===== config.mk =====
export PLATFORM = sky130hd
export DESIGN_NAME = board_evaluator
export DESIGN_NICKNAME = d
export VERILOG_FILES = /design/src/rtl/board_evaluator.sv
export SDC_FILE = /design/constraint.sdc
export NUM_CORES = 1
export LEC_CHECK = 0
export BUFFER_PORTS_ARGS = -buffer_cell sky130_fd_sc_hd__buf_2
export CAP_MARGIN = 30
export CELL_PAD_IN_SITES_DETAIL_PLACEMENT = 2
export CELL_PAD_IN_SITES_GLOBAL_PLACEMENT = 2
export CORE_ASPECT_RATIO = 1.4
export CORE_UTILIZATION = 40
export DETAILED_ROUTE_END_ITERATION = 8
export PLACE_DENSITY = 0.95
export SYNTH_ARGS = -nofsm -noshare
export SYNTH_HDL_FRONTEND = slang
export SYNTH_SLANG_ARGS = --single-unit

===== constraint.sdc =====
create_clock -name clk -period 7.61 [get_ports clk]
set_input_delay 1.522 -clock clk [delete_from_list [all_inputs] [get_ports clk]]
set_output_delay 1.522 -clock clk [all_outputs]
set_load 0.01 [all_outputs]

===== src/rtl/board_evaluator.sv =====
// Material-score accelerator: reads candidate boards from SDRAM, writes one signed score per board, tracks the best.
// Optional macro CENTRE_BONUS_EN adds +/-10 for occupied centre squares (27, 28, 35, 36).
module board_evaluator #(
    parameter int MAX_BOARDS = 64,
    parameter int PAWN_VAL   = 100,
    parameter int ROOK_VAL   = 500,
    parameter int KNIGHT_VAL = 320,
    parameter int BISHOP_VAL = 330,
    parameter int QUEEN_VAL  = 900,
    parameter int KING_VAL   = 20000
) (
    input  logic        clk,
    input  logic        rst_n,
    output logic        slave_waitrequest,
    input  logic [3:0]  slave_address,
    input  logic        slave_read,
    output logic [31:0] slave_readdata,
    input  logic        slave_write,
    input  logic [31:0] slave_writedata,
    input  logic        master_waitrequest,
    output logic [31:0] master_address,
    output logic        master_read,
    input  logic [31:0] master_readdata,
    input  logic        master_readdatavalid,
    output logic        master_write,
    output logic [31:0] master_writedata
);

    localparam int CW = $clog2(MAX_BOARDS + 1);

    typedef enum logic [2:0] {IDLE, LOAD, RD_REQ, RD_WAIT, WR, UPD, DONE} state_t;

    state_t             state;
    logic [31:0]        src_base;
    logic [31:0]        res_base;
    logic [CW-1:0]      count;
    logic [CW-1:0]      board_idx;
    logic [5:0]         sq;
    logic signed [31:0] acc;
    logic signed [31:0] best_score;
    logic [CW-1:0]      best_index;
    logic signed [31:0] contrib;
    logic signed [31:0] acc_next;
    logic               idle_or_done;
    logic               unused_upper;

    assign unused_upper = &{1'b0, master_readdata[31:8]};
    assign idle_or_done = (state == IDLE) || (state == DONE);
    assign acc_next     = acc + contrib;

    function automatic logic signed [31:0] piece_value(input logic [7:0] code);
        logic [7:0]         mag;
        logic signed [31:0] v;
        // 0x80 negates to itself (128), which falls outside every range below.
        mag = code[7] ? (~code + 8'd1) : code;
        if      (mag >= 8'd1  && mag <= 8'd8)  v = PAWN_VAL;
        else if (mag >= 8'd9  && mag <= 8'd18) v = ROOK_VAL;
        else if (mag >= 8'd19 && mag <= 8'd28) v = KNIGHT_VAL;
        else if (mag >= 8'd29 && mag <= 8'd38) v = BISHOP_VAL;
        else if (mag >= 8'd39 && mag <= 8'd47) v = QUEEN_VAL;
        else if (mag == 8'd48)                 v = KING_VAL;
        else                                   v = 0;
        return code[7] ? -v : v;
    endfunction

    // NOTE: every variable assigned in always_comb gets a default first, so no latch can be inferred.
    always_comb begin
        contrib = piece_value(master_readdata[7:0]);
`ifdef CENTRE_BONUS_EN
        if ((sq == 6'd27 || sq == 6'd28 || sq == 6'd35 || sq == 6'd36) &&
            master_readdata[7:0] != 8'd0)
            contrib = master_readdata[7] ? contrib - 32'sd10 : contrib + 32'sd10;
`endif
    end

    // NOTE: all state lives in one clocked block with non-blocking assignments, so every read sees pre-edge values.
    always_ff @(posedge clk or negedge rst_n) begin
        if (!rst_n) begin
            state             <= IDLE;
            src_base          <= '0;
            res_base          <= '0;
            count             <= '0;
            board_idx         <= '0;
            sq                <= '0;
            acc               <= '0;
            best_score        <= '0;
            best_index        <= '0;
            slave_waitrequest <= 1'b1;
            slave_readdata    <= '0;
            master_address    <= '0;
            master_read       <= 1'b0;
            master_write      <= 1'b0;
            master_writedata  <= '0;
        end else begin
            case (state)
                LOAD: begin
                    acc            <= '0;
                    sq             <= '0;
                    master_read    <= 1'b1;
                    master_address <= src_base + (32'(board_idx) << 8);
                    state          <= RD_REQ;
                end
                RD_REQ: begin
                    if (!master_waitrequest) begin
                        master_read <= 1'b0;
                        state       <= RD_WAIT;
                    end
                end
                RD_WAIT: begin
                    if (master_readdatavalid) begin
                        acc <= acc_next;
                        if (sq != 6'd63) begin
                            sq             <= sq + 6'd1;
                            master_read    <= 1'b1;
                            master_address <= src_base + (32'(board_idx) << 8)
                                            + (32'(sq + 6'd1) << 2);
                            state          <= RD_REQ;
                        end else begin
                            master_write     <= 1'b1;
                            master_address   <= res_base + (32'(board_idx) << 2);
                            master_writedata <= acc_next;
                            state            <= WR;
                        end
                    end
                end
                WR: begin
                    if (!master_waitrequest) begin
                        master_write <= 1'b0;
                        state        <= UPD;
                    end
                end
                UPD: begin
                    // Strict compare keeps the earliest board on ties; board 0 always seeds the best.
                    if (board_idx == '0 || acc > best_score) begin
                        best_score <= acc;
                        best_index <= board_idx;
                    end
                    board_idx <= board_idx + CW'(1);
                    state     <= (board_idx + CW'(1) < count) ? LOAD : DONE;
                end
                DONE:    state <= IDLE;
                default: ;
            endcase

            // Control port: accesses are only accepted when no run is in flight.
            if (!slave_waitrequest) begin
                slave_waitrequest <= 1'b1;
            end else if ((slave_read || slave_write) && idle_or_done) begin
                slave_waitrequest <= 1'b0;
                if (slave_write) begin
                    case (slave_address)
                        4'd0: begin
                            board_idx <= '0;
                            state     <= (count == '0) ? DONE : LOAD;
                        end
                        4'd1: src_base <= slave_writedata;
                        4'd2: res_base <= slave_writedata;
                        4'd3: count    <= (slave_writedata > 32'(MAX_BOARDS)) ? CW'(MAX_BOARDS)
                                                                             : slave_writedata[CW-1:0];
                        default: ;
                    endcase
                end else begin
                    case (slave_address)
                        4'd0:    slave_readdata <= 32'(board_idx);
                        4'd5:    slave_readdata <= best_score;
                        4'd6:    slave_readdata <= 32'(best_index);
                        default: slave_readdata <= '0;
                    endcase
                end
            end
        end
    end

endmodule

; ---- Word level (Yosys, flattened, before mapping)
; Index checks and enable logic that the tools add are counted.
[classes]
n_addsub = 9
magnitude_cmp = 13
n_eq_ne = 18
muxes = 43
n_bitwise = 3
n_reduce_logical = 26
[ops]
columns = operator, n
row1 = 2-to-1 mux 32 bit, 7
row2 = case mux 32 bit (2 select lines), 2
row3 = case mux 32 bit (3 select lines), 1
row4 = adder 32 x 9 -> 32 bit, 2
row5 = 2-to-1 mux 15 bit, 3
row6 = 2-to-1 mux 7 bit, 6
row7 = adder 32 x 15 -> 32 bit, 1
row8 = adder 32 bit, 1
row9 = greater-than comparator 32 bit, 1
row10 = greater-than comparator 32 x 7 -> 1 bit (second input constant), 1
row11 = negation 32 bit, 1
row12 = 2-to-1 mux 3 bit, 10
row13 = AND reduction 4 bit, 5
row14 = case mux 3 bit (6 select lines), 1
row15 = >= comparator 8 x 5 -> 1 bit (second input constant), 2
row16 = <= comparator 8 x 5 -> 1 bit (second input constant), 2
row17 = <= comparator 8 x 6 -> 1 bit (second input constant), 2
row18 = logical NOT 7 bit, 2
row19 = 2-to-1 mux 6 bit, 2
row20 = case mux 6 bit (2 select lines), 1
row21 = != test 2 bit (second input constant), 5
row22 = == test 3 bit (second input constant), 3
row23 = AND reduction 3 bit, 3
row24 = adder 8 x 1 -> 8 bit (second input constant), 1
row25 = 28 further kinds, 47
[totals]
ff_bits = 257
in_bits = 74
output_inout_bits = 99
elab_cells = 127

; ---- Longest topological paths before layout
[depth]
depth_word = 15
mapped_depth = 26
ltp_nobuf = 24

; ---- Worst setup path after synthesis
; No wires, ideal clock.
[synth_path]
kind = input to register
start = input port master_readdata[0]
end = register master_writedata[30]
setup_time_ps = 125
arrival_ps = 7294
required_ps = 7485
path_slack_ps = 192
cell_stages = 23
n_path_buf = 3
path_cell_list = clkbuf_1 -> inv_1 -> ha_1 -> or4b_1 -> o211a_1 -> o311ai_0 -> or3_1 -> o211a_1 -> clkbuf_1 -> clkbuf_1 -> ha_1 -> o21ai_1 -> nor4b_1 -> a31oi_1 -> xor2_1 -> ha_1 -> a211oi_1 -> a2111oi_0 -> nor2_1 -> o311ai_0 -> a41oi_1 -> xnor2_1 -> mux2_2
[synth_via]
elab_chain_cells = 13
elab_cells_between_ends = 28
cone_classes = add/sub: 3 / order compare: 10 / eq/ne: 1 / mux: 8 / bitwise: 1 / reduce/logical: 5
[synth_rtl]
columns = element, line_no
row1 = from (decl), 23  ; input logic [31:0] master_readdata,
row2 = inverter 8 bit, 55  ; mag = code[7] ? (~code + 8'd1) : code;
row3 = adder 8 x 1 -> 8 bit, 55
row4 = 2-to-1 mux 8 bit (*), 55
row5 = >= comparator 8 x 6 -> 1 bit (tied with other cells), 60  ; else if (mag >= 8'd39 && mag <= 8'd47) v = QUEEN_VAL;
row6 = logical AND 1 bit / 2-to-1 mux 15 bit (equally long branches), "60, 61"
row7 = 2-to-1 mux 15 bit, 60
row8 = 2-to-1 mux 15 bit, 59  ; else if (mag >= 8'd29 && mag <= 8'd38) v = BISHOP_VAL;
row9 = 2-to-1 mux 32 bit, 58  ; else if (mag >= 8'd19 && mag <= 8'd28) v = KNIGHT_VAL;
row10 = 2-to-1 mux 32 bit, 57  ; else if (mag >= 8'd9 && mag <= 8'd18) v = ROOK_VAL;
row11 = 2-to-1 mux 32 bit (*), 56  ; if (mag >= 8'd1 && mag <= 8'd8) v = PAWN_VAL;
row12 = negation 32 bit, 63  ; return code[7] ? -v : v;
row13 = 2-to-1 mux 32 bit (*), 63
row14 = adder 32 bit (*), 49  ; assign acc_next = acc + contrib;
row15 = to (signal assigned), 121  ; master_writedata <= acc_next;
row16 = to (decl), 26  ; output logic [31:0] master_writedata
; Every way passes the cells marked *; elsewhere a longest branch is shown, timed or not.
; A chain may end at the register's enable or synchronous reset.

; ---- Worst setup path in the final report
[layout_path]
start = input port master_readdata[0]
end = register master_writedata[31]
; The elaborated chain is that of the path after synthesis.

==> impl_metrics.tcl <==
set metrics [dict create \
    switching_share_pct 38.22 \
    finalMaxSlewViolations 0 \
    fin_crit_sh_pct 94.98 \
    fp.dieH_um 237.5 \
    setup_viol 0 \
    grt_pass1_wl_um 99420 \
    grt_max_degree 138 \
    area_growth_pct 14.64 \
    ir_drop_mv 0.1565 \
    cp_cell_sequence "buf_2, inv_1, ha_1, or4b_1, o31a_1, a211o_1, or3_1, nand2_1, inv_1, ha_1, o21ai_1, nor4b_2, a31oi_1, buf_4, xnor2_1, ha_1, a21oi_1, o21ai_0, o2111ai_1, a31oi_1, a41o_1, a211o_1, a21oi_1, a211o_1" \
    design_area_um2 18160 \
    hold_path_class "reg2reg" \
    clk_latency_ns 0.58 \
    dr.pass1.iters 5 \
    drtIter0Drc 776 \
    num-fill-cells 4192 \
    worstPathArrival_ns 7.68 \
    clk_path_buf_depth 3 \
    synth_cells 1697 \
    avgSynthCellArea_um2 9.334 \
    path_buf_inv 4 \
    p_comb_share_pct 32.6 \
    path_clk_slew_ns 0.06 \
    cts_tree "yes" \
    vias_per_cell 6.116 \
    die_w_um 170.2 \
    p_seq_share_pct 36.8 \
    cp-start-kind "input pin" \
    cts-htree-levels 1 \
    worstMarginPinSlew_ns 1.008 \
    numCtsBuffers 29 \
    ant_nets 0 \
    clkSinkCount 254 \
    place_area_um2 17220 \
    p_leak_nw 8.706 \
    yosys.area.top_type "dfrtp_1" \
    p_switching_mw 1.749 \
    antenna_found_initial 1 \
    async_flop_share_pct 100.0 \
    nNetsFinal 2001 \
    path_delay_family "compound AO/OA/AOI/OAI gates" \
    rows 85 \
    worstSetupPathType "in2reg" \
    end_kind "flip-flop" \
    finalCriticalPeriod_ns 7.228 \
    gp_congestion 0.9303 \
    postCtsHoldBufs 0 \
    grt.overflow.total 0 \
    via_count 14507 \
    io_buffers 147 \
    intPower_mw 2.827 \
    critPathMaxFanout 11 \
    yosysWarnings 0 \
    max_slew_margin_pct 32.20 \
    place_inst 2316 \
    ys.flop_type "dfrtp_1" \
    syn-cell-area_um2 15840 \
    cts-resized-gates 0 \
    wl_per_cell_um 26.99 \
    fmax_mhz 138.4 \
    crit_required_ns 8.06 \
    ys_ff_latch 254 \
    synth_nets 1872 \
    post_cts_buffers 0 \
    cpPeakStageDelay_ns 0.53 \
    drc 0 \
    wl_um 64020 \
    maxCapViolCount 0 \
    drive_gt1_share_pct 18.98 \
    hpwl_um 45720 \
    netlist_top_cells_area "dfrtp_1 (40%), ha_1 (7.7%), mux2_2 (7.4%)" \
    slowest_stage "or4b_1" \
    rsz0062_at_grt "false" \
    finalHoldViolCount 0 \
    grt.total_usage_pct 32.08 \
    die_area_um2 40410 \
    status "completed" \
    stdcell_count 2372 \
    yosysSeqAreaShare_pct 40.13 \
    p_per_area_nw_per_um2 252.0 \
    fin_tns_setup_ns 0 \
    synth_edf_count 0 \
    cts-root-buf "clkbuf_16" \
    clock_skew_ns 0.02609 \
    fp.coreArea_um2 38710 \
    initial_utilization_pct 40.92 \
    grt_pass1_vias 16801 \
    clkPwrFrac_pct 30.6 \
    yosysUniqueCellTypes 80 \
    synth_top_area_share_pct 39.97 \
    pin_count 173 \
]
-- cells by family (layout without fill, tap and decap cells) --
family	Yosys count	count (layout)	share of synthesized area, %
AND/OR/NAND/NOR	556	556	16.48
AO/OA/AOI/OAI	414	414	17.87
flip-flops	254	254	40.13
buffers and inverters	156	308	3.728
multiplexers	113	113	7.962
XOR/XNOR	102	102	5.640
adder cells (fa/ha/maj)	101	101	8.167
other	1	2	0.02367
-- state kept, by name, indices dropped and copies added, names as in the netlist --
name,count
best_score,31
count,7
best_index,7
res_base,32
master_write,1
src_base,32
master_address,32
slave_readdata,32
slave_waitrequest,1
sq,6
acc,31
master_read,1
state,3
board_idx,7
master_writedata,31
-- metal layers --
layer	vias up	GRT usage [%]	wire length [um]
met5	-	0	13
met4	2	21.87	4628
met3	234	4.013	2600
met2	472	59.71	33910
met1	7456	33.07	22860
li1	6343	-	-
-- per-stage QoR --
stage          worst slack (ns)  utilization (%)  total power, mW  hold WS, ns
6_report                 0.3821            46.91            4.576       0.4704
5_1_grt                  0.1504            46.90            4.767       0.5109
4_1_cts                  0.4672            46.85            4.579       0.4767
3_5_place_dp           0.008201            44.47            3.134       0.4621
3_3_place_gp             0.3337            44.42            2.978       0.4554
2_1_floorplan            0.1915                -            2.535       0.4644
-- cell usage after synthesis, types with 14 or more instances --
cell	instances
a211oi_1	14
a21o_1	40
a21oi_1	62
a22o_1	40
a31oi_1	22
and3_1	15
buf_1	14
clkbuf_1	62
dfrtp_1	253
ha_1	97
inv_1	77
mux2_2	104
nand2_1	250
nand2b_1	15
nand3_1	37
nand4_1	15
nor2_1	90
nor2b_1	19
nor3_1	39
nor4_1	21
o21a_1	17
o21ai_0	96
xnor2_1	60
xor2_1	42
-- cell usage in the layout (no fill, tap or decap), drive strengths merged, types with 10 or more instances in the layout --
cell type,Yosys,final
o22ai,10,10
nand4,15,15
buf,16,176
nor2b,19,19
a21o,40,40
a22oi,12,12
a31oi,22,22
nor4,21,21
nand2,250,250
xnor2,60,60
nor3,40,40
inv,77,78
o21ai,99,99
dfrtp,253,253
clkbuf,62,44
o21a,17,17
a211oi,14,14
or4,11,11
nor2,90,90
nand3,37,37
or3,13,13
nand2b,15,15
mux2,104,104
and3,15,15
xor2,42,42
a22o,40,40
ha,97,97
o31ai,13,13
a21oi,62,62
-- power groups by stage --
stage / registers, mW / logic [mW] / clock network [mW]
global route: 1.68 / 1.61 / 1.47
CTS: 1.68 / 1.48 / 1.42
global placement: 1.68 / 1.30 / 0
detailed placement: 1.69 / 1.44 / 0
finish: 1.68 / 1.49 / 1.40
floorplan: 1.59 / 0.947 / 0
-- worst min-delay path, delay by kind of cell (launching register included) --
family	cells	cell delay (ns)
DFF	1	0.33
and+or+nand+nor	2	0.11
-- final timing paths --
path | from | end | slack, ns | cells past startpoint
max | master_readdata[0] | master_writedata[31] | 0.38 | 24
min | master_writedata[7] | master_writedata[7] | 0.47 | 2
max reg2reg | board_idx[0] | master_address[27] | 2.80 | 11
min reg2reg | master_writedata[7] | master_writedata[7] | 0.47 | 2
max in group asynchronous | rst_n | slave_readdata[14] | 5.24 | 2
min in group asynchronous | rst_n | src_base[17] | 1.01 | 1
-- area by class of cell --
cell class	instances	area (um2)	area share (%)
Inverter	78	292.8	1.612
Antenna cell	1	2.502	0.01378
Timing Repair Buffer	176	993.5	5.471
Sequential cell	254	6357	35.01
Multi-Input combinational cell	1287	8940	49.23
Clock buffer	44	842.1	4.637
Tap cell	522	653.1	3.597
Clock inverter	10	78.83	0.4341
(Power assumes the default switching activity.)
